**src/rtl/hbm_delay_pck.sv**
```systemverilog
// Shared types, widths and helpers for the HBM delay-release path.
package hbm_delay_pck;

  localparam int TIMERw         = 10;
  localparam int DELAY_FIFO_NUM = 2;
  localparam int NOC_DATA_WIDTH = 32;

  // Bit 1 of the flit type marks a head flit and bit 0 marks a tail flit.
  typedef enum logic [1:0] {
    FLIT_BODY   = 2'b00,
    FLIT_TAIL   = 2'b01,
    FLIT_HEAD   = 2'b10,
    FLIT_SINGLE = 2'b11
  } flit_type_t;

  // One delay-FIFO entry: the flit type, its release time and the flit payload.
  typedef struct packed {
    flit_type_t                ftype;
    logic [TIMERw-1:0]         exp_time;
    logic [NOC_DATA_WIDTH-1:0] flit;
  } fifo_dat_t;

  localparam int FIFO_DW = $bits(fifo_dat_t);

  typedef enum logic {
    IDLE = 1'b0,
    SEND = 1'b1
  } rel_state_t;

  // The timer wraps, so the sign bit of (timer - exp_time) tells whether the entry
  // is due: it counts as expired when due or late by less than half the timer range.
  function automatic logic hbm_expired(input logic [TIMERw-1:0] timer,
                                       input logic [TIMERw-1:0] exp_time);
    logic [TIMERw-1:0] diff;
    diff = timer - exp_time;
    return ~diff[TIMERw-1];
  endfunction

endpackage

```
**src/rtl/hbm_rr_arb.sv**
```systemverilog
// Round-robin arbiter: one-hot grant among the requesters, search starts after the last grant.
module hbm_rr_arb import hbm_delay_pck::*; #(
  parameter int  N    = DELAY_FIFO_NUM,
  localparam int PTRW = (N > 1) ? $clog2(N) : 1
) (
  input  logic            clk,
  input  logic            rst,
  input  logic [N-1:0]    req,
  input  logic            en,
  output logic [N-1:0]    gnt,
  output logic [PTRW-1:0] gnt_idx,
  output logic            any_gnt
);

  logic [PTRW-1:0] ptr_q;
  logic [PTRW-1:0] idx;

  // Walk the requesters starting at the pointer and grant the first one found.
  always_comb begin
    gnt     = '0;
    gnt_idx = '0;
    any_gnt = 1'b0;
    idx     = '0;
    for (int i = 0; i < N; i++) begin
      idx = PTRW'((int'(ptr_q) + i) % N);
      if (!any_gnt && req[idx]) begin
        gnt[idx] = 1'b1;
        gnt_idx  = idx;
        any_gnt  = 1'b1;
      end
    end
  end

  // The pointer only moves when the grant is actually taken by the caller.
  always_ff @(posedge clk or posedge rst) begin
    if (rst) begin
      ptr_q <= '0;
    end else if (en && any_gnt) begin
      ptr_q <= (gnt_idx == PTRW'(N - 1)) ? '0 : gnt_idx + 1'b1;
    end
  end

endmodule

```
**src/rtl/hbm_delay_release.sv**
```systemverilog
// Drains delayed packets from the delay FIFOs once their head is due and forwards
// them flit by flit to the NoC through a single output register.
module hbm_delay_release
  import hbm_delay_pck::fifo_dat_t, hbm_delay_pck::FIFO_DW,
         hbm_delay_pck::NOC_DATA_WIDTH, hbm_delay_pck::DELAY_FIFO_NUM,
         hbm_delay_pck::rel_state_t, hbm_delay_pck::IDLE, hbm_delay_pck::SEND,
         hbm_delay_pck::hbm_expired;
#(
  parameter int FIFO_NUM = DELAY_FIFO_NUM,
  parameter int TIMERw   = hbm_delay_pck::TIMERw
) (
  input  logic                               clk,
  input  logic                               rst,
  input  logic [TIMERw-1:0]                  timer_i,
  input  logic [FIFO_NUM-1:0][FIFO_DW-1:0]   fifo_dat_i,
  input  logic [FIFO_NUM-1:0]                fifo_empty_i,
  output logic [FIFO_NUM-1:0]                fifo_rd_o,
  output logic                               noc_valid_o,
  output logic [NOC_DATA_WIDTH-1:0]          noc_data_o,
  input  logic                               noc_ready_i
);

  localparam int PTRW = (FIFO_NUM > 1) ? $clog2(FIFO_NUM) : 1;

  fifo_dat_t                 head [FIFO_NUM];
  logic [FIFO_NUM-1:0]       req;
  logic [FIFO_NUM-1:0]       gnt;
  logic [PTRW-1:0]           gnt_idx;
  logic                      any_gnt;
  logic                      arb_en;
  rel_state_t                state_q, state_d;
  logic [PTRW-1:0]           lock_q, lock_d;
  logic                      out_free;
  logic                      load;
  logic [NOC_DATA_WIDTH-1:0] load_flit;
  logic [FIFO_NUM-1:0]       rd;
  logic                      drop_flit;

  assign out_free = ~noc_valid_o | noc_ready_i;

  // A FIFO asks for service when its head is a due head flit, or when it shows a
  // stray non-head flit that has to be thrown away.
  always_comb begin
    for (int i = 0; i < FIFO_NUM; i++) begin
      head[i] = fifo_dat_i[i];
      req[i]  = ~fifo_empty_i[i] &
                (~head[i].ftype[1] | hbm_expired(timer_i, head[i].exp_time));
    end
  end

  hbm_rr_arb #(
    .N(FIFO_NUM)
  ) u_arb (
    .clk     (clk),
    .rst     (rst),
    .req     (req),
    .en      (arb_en),
    .gnt     (gnt),
    .gnt_idx (gnt_idx),
    .any_gnt (any_gnt)
  );

  // Next state, pop strobes and output load: IDLE picks a packet, SEND drains the locked FIFO.
  always_comb begin
    state_d   = state_q;
    lock_d    = lock_q;
    rd        = '0;
    load      = 1'b0;
    load_flit = '0;
    arb_en    = 1'b0;
    drop_flit = 1'b0;
    case (state_q)
      IDLE: begin
        if (any_gnt) begin
          if (!head[gnt_idx].ftype[1]) begin
            rd        = gnt;
            arb_en    = 1'b1;
            drop_flit = 1'b1;
          end else if (out_free) begin
            rd        = gnt;
            arb_en    = 1'b1;
            load      = 1'b1;
            load_flit = head[gnt_idx].flit;
            lock_d    = gnt_idx;
            if (!head[gnt_idx].ftype[0]) begin
              state_d = SEND;
            end
          end
        end
      end
      SEND: begin
        if (!fifo_empty_i[lock_q] && out_free) begin
          rd[lock_q] = 1'b1;
          load       = 1'b1;
          load_flit  = head[lock_q].flit;
          if (head[lock_q].ftype[0]) begin
            state_d = IDLE;
          end
        end
      end
      default: state_d = IDLE;
    endcase
  end

  // Pops are suppressed while reset is held so the FIFO owner sees a clean reset.
  assign fifo_rd_o = rd & {FIFO_NUM{~rst}};

  // State and packet lock register.
  always_ff @(posedge clk or posedge rst) begin
    if (rst) begin
      state_q <= IDLE;
      lock_q  <= '0;
    end else begin
      state_q <= state_d;
      lock_q  <= lock_d;
    end
  end

  // Output register: loads on a pop, clears once accepted, holds while back-pressured.
  always_ff @(posedge clk or posedge rst) begin
    if (rst) begin
      noc_valid_o <= 1'b0;
      noc_data_o  <= '0;
    end else if (load) begin
      noc_valid_o <= 1'b1;
      noc_data_o  <= load_flit;
    end else if (noc_ready_i) begin
      noc_valid_o <= 1'b0;
    end
  end

  a_no_stray_flit: assert property (@(posedge clk) disable iff (rst) !drop_flit);
  a_pop_onehot:    assert property (@(posedge clk) disable iff (rst) $onehot0(fifo_rd_o));
  a_pop_nonempty:  assert property (@(posedge clk) disable iff (rst) (fifo_rd_o & fifo_empty_i) == '0);

endmodule

```
**config.mk**
```make
export PLATFORM = sky130hd
export DESIGN_NAME = hbm_delay_release
export DESIGN_NICKNAME = d
export VERILOG_FILES = /design/src/rtl/hbm_delay_pck.sv /design/src/rtl/hbm_rr_arb.sv /design/src/rtl/hbm_delay_release.sv
export SDC_FILE = /design/constraint.sdc
export NUM_CORES = 1
export LEC_CHECK = 0
export ABC_AREA = 0
export CORE_UTILIZATION = 36
export CTS_CLUSTER_DIAMETER = 200
export DETAILED_ROUTE_END_ITERATION = 8
export PLACE_DENSITY = 0.91
export SLEW_MARGIN = 20
export SYNTH_ARGS = -nofsm -noshare
export SYNTH_HDL_FRONTEND = slang
export SYNTH_HIERARCHICAL = 1
export SYNTH_SLANG_ARGS = --single-unit
```
**constraint.sdc**
```tcl
create_clock -name clk -period 4 [get_ports clk]
set_input_delay 0.8 -clock clk [delete_from_list [all_inputs] [get_ports clk]]
set_output_delay 0.8 -clock clk [all_outputs]
set_load 0.01 [all_outputs]
```
# Yosys cells after proc, flatten, opt, wreduce, memory -nomap -nowiden
# Cells that the tools add are included.
[op_classes]
n_addsub = 4
n_mul = 0
n_div = 0
magnitude_cmp = 8
n_eq_ne = 0
n_shift = 0
n_mux = 52
bitwise_logic = 18
n_reduce_logical = 10
[op_table]
columns = ["cell", "count"]
rows = [
  ["$mux W44", 3],
  ["$mux W43", 3],
  ["$mux W32", 4],
  ["$pmux W32 S2", 1],
  ["$mux W1", 29],
  ["$sub A10 B10 Y10", 2],
  ["$mux W2", 6],
  ["$not A1 Y1", 9],
  ["$logic_and A1 B1 Y1", 6],
  ["$lt A1 B2 Y1 const B", 3],
  ["$ge A2 B2 Y1 const B", 2],
  ["$not A1 Y2", 2],
  ["$pmux W1 S2", 2],
  ["$pmux W2 S2", 1],
  ["$reduce_and A4 Y1", 1],
  ["$demux W1 S1", 3],
  ["$ge A1 B1 Y1 const B", 3],
  ["$or A1 B1 Y1", 3],
  ["$add A1 B1 Y1 const B", 2],
  ["$and A1 B1 Y1", 2],
  ["$and A2 B2 Y2", 1],
  ["$logic_not A1 Y1", 2],
  ["$or A2 B2 Y2", 1],
  ["$reduce_bool A2 Y1", 1],
]
[word_totals]
regBits = 36
latchBits = 0
mem_bits_rw = 0
rom_bits = 0
inputBits = 103
output_inout_bits = 35
word_cells = 97
memories = 0

# Longest topological paths before layout
[logic_depth]
depth_word = 19
mapped_depth = 15
depth_no_buf = 13

# Hierarchy
# The synthesis kept the hierarchy.
[modules_own_cells]
columns = ["mod", "n_inst", "cells_per_inst", "area_each_um2", "seq_area_each_um2"]
rows = [
  ["hbm_delay_release", 1, 208, 2042.0, 875.8],
  ["hbm_rr_arb", 1, 9, 72.6, 25.0],
]

# Least setup slack after synthesis
# OpenSTA, ideal clock, no wires.
[synth_timing]
path_kind = "in2out"
from = "input port fifo_dat_i[78] (netlist bit)"
to = "output port fifo_rd_o[0]"
arrival_ns = 2.934
required_ns = 3.200
setup_slack_ns = 0.266
stages = 12
path_buffers = 0
path_cell_list = "inv_1 -> ha_1 -> a21oi_1 -> o21ai_0 -> and4_1 -> o21ai_0 -> nor3b_1 -> a21boi_0 -> mux2i_1 -> o21a_1 -> nand2_1 -> a21oi_1"
[synth_via]
elab_chain_len = 18
elab_cells_between_ends = 26
classes_between = "add/sub (1); mux (17); bitwise (6); reduce/logical (2)"
[synth_rtl]
columns = ["element", "line_no", "text"]
rows = [
  ["from (decl)", "hbm_delay_release.sv:15", "input logic [FIFO_NUM-1:0][FIFO_DW-1:0] fifo_dat_i,"],
  ["$sub A10 B10 Y10 *", "hbm_delay_pck.sv:35", "diff = timer - exp_time;"],
  ["$not A1 Y1 *", "hbm_delay_pck.sv:36", "return ~diff[TIMERw-1];"],
  ["$or A1 B1 Y1 *", "hbm_delay_release.sv:47", "(~head[i].ftype[1] | hbm_expired(timer_i, head[i].exp_time));"],
  ["$and A1 B1 Y1 *", "hbm_delay_release.sv:46", "req[i] = ~fifo_empty_i[i] &"],
  ["named net req[1]", "hbm_delay_release.sv:26", "logic [FIFO_NUM-1:0] req;"],
  ["$mux W1 (implied by the code) (2 in a row)", "hbm_rr_arb.sv:26", "if (!any_gnt && req[idx]) begin"],
  ["$mux W1", "hbm_rr_arb.sv:26", ""],
  ["$logic_not A1 Y1", "hbm_rr_arb.sv:26", ""],
  ["$logic_and A1 B1 Y1", "hbm_rr_arb.sv:26", ""],
  ["$mux W1 *", "hbm_rr_arb.sv:26", ""],
  ["named net gnt_idx", "hbm_delay_release.sv:28", "logic [PTRW-1:0] gnt_idx;"],
  ["$not A1 Y2 (implied by the code) *", "hbm_delay_release.sv:75", "if (!head[gnt_idx].ftype[1]) begin"],
  ["$mux W44 * (3 in a row)", "n/a", ""],
  ["$mux W2 *", "hbm_delay_release.sv:75", ""],
  ["$mux W2 *", "hbm_delay_release.sv:74", "if (any_gnt) begin"],
  ["$pmux W2 S2 *", "hbm_delay_release.sv:72", "case (state_q)"],
  ["$and A2 B2 Y2 *", "hbm_delay_release.sv:106", "assign fifo_rd_o = rd & {FIFO_NUM{~rst}};"],
  ["to (decl)", "hbm_delay_release.sv:17", "output logic [FIFO_NUM-1:0] fifo_rd_o,"],
]
# Mark *: on every way through the listed nets, which the timed path passes. The rest lies on a longest branch. The select of a mux whose other input is x is not followed.

# Worst setup path in the final report
[layout_timing]
from = "input port timer_i[9]"
to = "output port fifo_rd_o[1]"
[layout_via]
elab_cells_between_ends = 30
classes_between = "add/sub (2); mux (17); bitwise (9); reduce/logical (2)"
[layout_lines]
columns = ["element", "line_no", "text"]
rows = [
  ["from (decl)", "hbm_delay_release.sv:14", "input logic [TIMERw-1:0] timer_i,"],
  ["$sub A10 B10 Y10 *", "hbm_delay_pck.sv:35", ""],
  ["$not A1 Y1 *", "hbm_delay_pck.sv:36", ""],
  ["$or A1 B1 Y1 *", "hbm_delay_release.sv:47", ""],
  ["$and A1 B1 Y1 *", "hbm_delay_release.sv:46", ""],
  ["named net req[0]", "hbm_delay_release.sv:26", ""],
  ["$mux W1 (implied by the code) (2 in a row)", "hbm_rr_arb.sv:26", ""],
  ["$mux W1", "hbm_rr_arb.sv:26", ""],
  ["$logic_not A1 Y1", "hbm_rr_arb.sv:26", ""],
  ["$logic_and A1 B1 Y1", "hbm_rr_arb.sv:26", ""],
  ["$mux W1 *", "hbm_rr_arb.sv:26", ""],
  ["named net any_gnt", "hbm_delay_release.sv:29", "logic any_gnt;"],
  ["$mux W2 *", "hbm_delay_release.sv:74", ""],
  ["$pmux W2 S2 *", "hbm_delay_release.sv:72", ""],
  ["$and A2 B2 Y2 *", "hbm_delay_release.sv:106", ""],
]
# Marked as above.

==> impl_metrics.toml <==
[outcome]
status = "finished clean"

[yosys]
synth-warning-count = 6
synth-simple-area-share = 0.0994
netlist.area_leader.share = 0.426
synth_fp_nets = 336
synth_ff_type = "dfrtp_1"
synth_fa_ha_area_frac = 0.0947
synth_top_family_by_area = "compound AO/OA/AOI/OAI gates"
synth_cells = 217
synthArstFlopShare = 1.00
synth_xor_xnor_area_share = 0.00828
synth_compound_area_frac = 0.242
synth_top_area_cell = "dfrtp_1"
synthMuxAreaShare = 0.00473
synthTopCellsByArea = "dfrtp_1 (43%), a222oi_1 (15%), ha_1 (9.5%)"
ys_types = 34
synthMostInstantiatedCell = "inv_1"
yosysSeqAreaShare = 0.426
avgSynthCellArea_um2 = 9.74
synth_seq_cells = 36
syn_area_um2 = 2110
synth_edf_count = 0
synth_common_cells = "inv_1 (52), dfrtp_1 (36), a222oi_1 (32), ha_1 (16), nand2_1 (13)"

[critical_path]
arrival_ns = 3.10
setup.worst_path.end_class = "primary output"
cp_slowest_cell = "clkdlybuf4s50_1"
crit_path_frequent_cell = "buf_4"
cp-start-kind = "primary input"
path_max_fanout = 3
slowest_delay_ns = 0.47
reg2reg_depth = 9
critPathBufInv = 4
required_ns = 3.20
r2r_slack_ns = 1.93
r2r-end = "noc_data_o[24]"
path_cells = "clkdlybuf4s50_1 -> buf_4 -> xnor2_1 -> nor2b_1 -> a21o_1 -> nor3b_4 -> buf_4 -> or2_1 -> nor2b_4 -> o21a_1 -> nand2_1 -> a21oi_1 -> buf_2"
worstSetupPathType = "primary input to primary output"
cp_top_family = "buffers and inverters"

[cells_and_area]
multiInputGateArea_um2 = 1190
nets = 490
drive_gt1_frac = 0.191
regArea_um2 = 901
synthToLayoutAreaGrowth_pct = 90.1
diodes = 0
n_fill_cell = 405
design_area_um2 = 4020

[sta]
setup_viol = 0
tightestPinTransition_ns = 0.843
fmax_ghz = 0.257
fin_skew_ns = 0.0107
hold_viol_final = 0
maxSlewViolCount = 0
hold_slack_ns = 0.492
relSlewSlack = 0.437
fin_crit_ns = 3.90
fin_crit_sh = 0.974

[grt]
grt_pass1_vias = 2347
antenna_found_initial = 0
overflow = 0
grt_first_pass_wirelength_um = 10600
grt_usage = 0.220
grt_max_degree = 32

[clocking]
cts_tree = "done"
htree_levels = 2
cts_buffer_depth = 2
cts_sinks = 36
cts.clk_slew.worst_paths_ns = 0.07
clk_latency_ns = 0.28
cts-root-buf = "clkbuf_8"
postCtsHoldBufs = 0
cts_buffers = 5

[floorplan]
fp.coreArea_um2 = 5570
ios = 138
fp.dieH_um = 78.6
start_util = 0.379
dieArea_um2 = 6180
die_w_um = 78.6
num_rows = 27

[route]
drt_first_pass_iters = 6
drtAntennaViolNets = 0
wl_per_cell_um = 17.0
wl_um = 7530
vias_per_cell = 5.34
vias = 2366
drc = 0
drt_iter0_drc = 138

[power]
p_per_area_nw_per_um2 = 516
seqPwrFrac = 0.317
pwr-share-comb = 0.566
p_int_mw = 1.32
power.switching_mw = 0.752
peakVddDrop_v = 0.000359
power_switching_share = 0.363
p_leak_nw = 1.99
pwr-share-clk = 0.117
p_total_mw = 2.07

[placement]
dpl.hpwl_um = 5270
portBuffers = 137
place_area_um2 = 3650
gp_congestion = 0.770

[hold_path]
hp-class = "flip-flop to flip-flop"
holdPathStages = 2
min_from = "noc_data_o[4]"
hold_path_end = "noc_data_o[4]"

[job]
drv_cap = 0
power groups by stage:
stage	Sequential [mW]	Clock, mW	Combinational [mW]
3_5_place_dp	0.657	0	1.13
4_1_cts	0.657	0.246	1.15
6_report	0.658	0.242	1.17
5_1_grt	0.681	0.266	1.26
3_3_place_gp	0.655	0	1.09
2_1_floorplan	0.725	0	0.473
stage by stage:
step | instances | utilization | setup TNS [ns] | setup WS [ns]
final | 443 | 0.721 | 0 | 0.104
after global routing | 443 | 0.721 | -0.0921 | -0.0611
after CTS | 442 | 0.689 | 0 | 0.00107
after detailed placement | 433 | 0.656 | -3.33 | -0.802
after global placement | 433 | 0.656 | -1.44 | -0.602
after floorplan | 217 | - | 0 | 0.266
layer usage:
layer / track usage / vias up / wire [um]
li1: - / 1099 / -
met1: 0.249 / 1128 / 2770
met2: 0.409 / 118 / 4000
met3: 0.0430 / 21 / 499
met4: 0.0741 / 0 / 253
met5: 0 / - / 0
worst max path at each step:
stage,startpoint,endpoint,depth (start not counted)
2_1_floorplan,fifo_dat_i[78],fifo_rd_o[0],12
3_3_place_gp,fifo_dat_i[78],fifo_rd_o[1],14
3_5_place_dp,fifo_dat_i[78],fifo_rd_o[1],14
4_1_cts,fifo_dat_i[38],fifo_rd_o[1],15
5_1_grt,timer_i[9],fifo_rd_o[0],11
6_report,timer_i[9],fifo_rd_o[1],13
worst reg2reg max path, stage by stage, from the launching register on:
cell	delay (ns)
dfrtp_1	0.41
inv_1	0.10
a21boi_2	0.07
buf_4	0.14
buf_4	0.12
nand4b_2	0.21
and3_1	0.23
buf_4	0.20
a222oi_1	0.36
inv_1	0.09
cells in the final DEF (no fill, tap or decap), types with 2 or more instances in the layout:
cell	n
a21boi_0	3
a21o_1	2
a21oi_1	4
a21oi_2	4
a222oi_1	32
and2_1	2
and4_4	2
buf_2	2
buf_4	20
clkbuf_8	5
clkdlybuf4s50_1	112
dfrtp_1	36
dlygate4sd2_1	6
dlymetal6s2s_1	17
ha_1	6
ha_4	10
inv_1	43
inv_2	9
nand2_1	9
nand2_2	2
nand2_4	2
nand3_1	2
nor2_4	2
nor2b_1	5
o2111ai_1	2
o21a_1	3
o21ai_0	2
o21ai_2	3
xnor2_1	2
flip-flops by register name, indices dropped and copies added, names as in the netlist, named ones only:
| register | cells |
|---|---|
| noc_data_o | 32 |
| noc_valid_o | 1 |
| state_q | 1 |
| lock_q | 1 |
cell type report:
cell class,count,share of cell area
timing repair buffer,158,0.390
multi-input combinational,118,0.296
sequential,36,0.224
inverter,52,0.0486
tap,72,0.0224
clock buffer,6,0.0181
clock inverter,1,0.00125
cell families (layout without fill, tap and decap cells):
kind of cell	after synthesis	after routing
buf+inv	63	217
compound gates	62	62
simple gates	37	37
flops	36	36
fa+ha+maj	16	16
xor+xnor	2	2
mux	1	1
what timing repair did:
item / CTS / global route
resized for setup: 38 / 45
buffers inserted: 2 / 1
setup endpoints to repair: 2 / 2
pin swaps: 19 / 22
gates cloned: 0 / 0
Note: power is estimated with default switching activity, not from simulation.
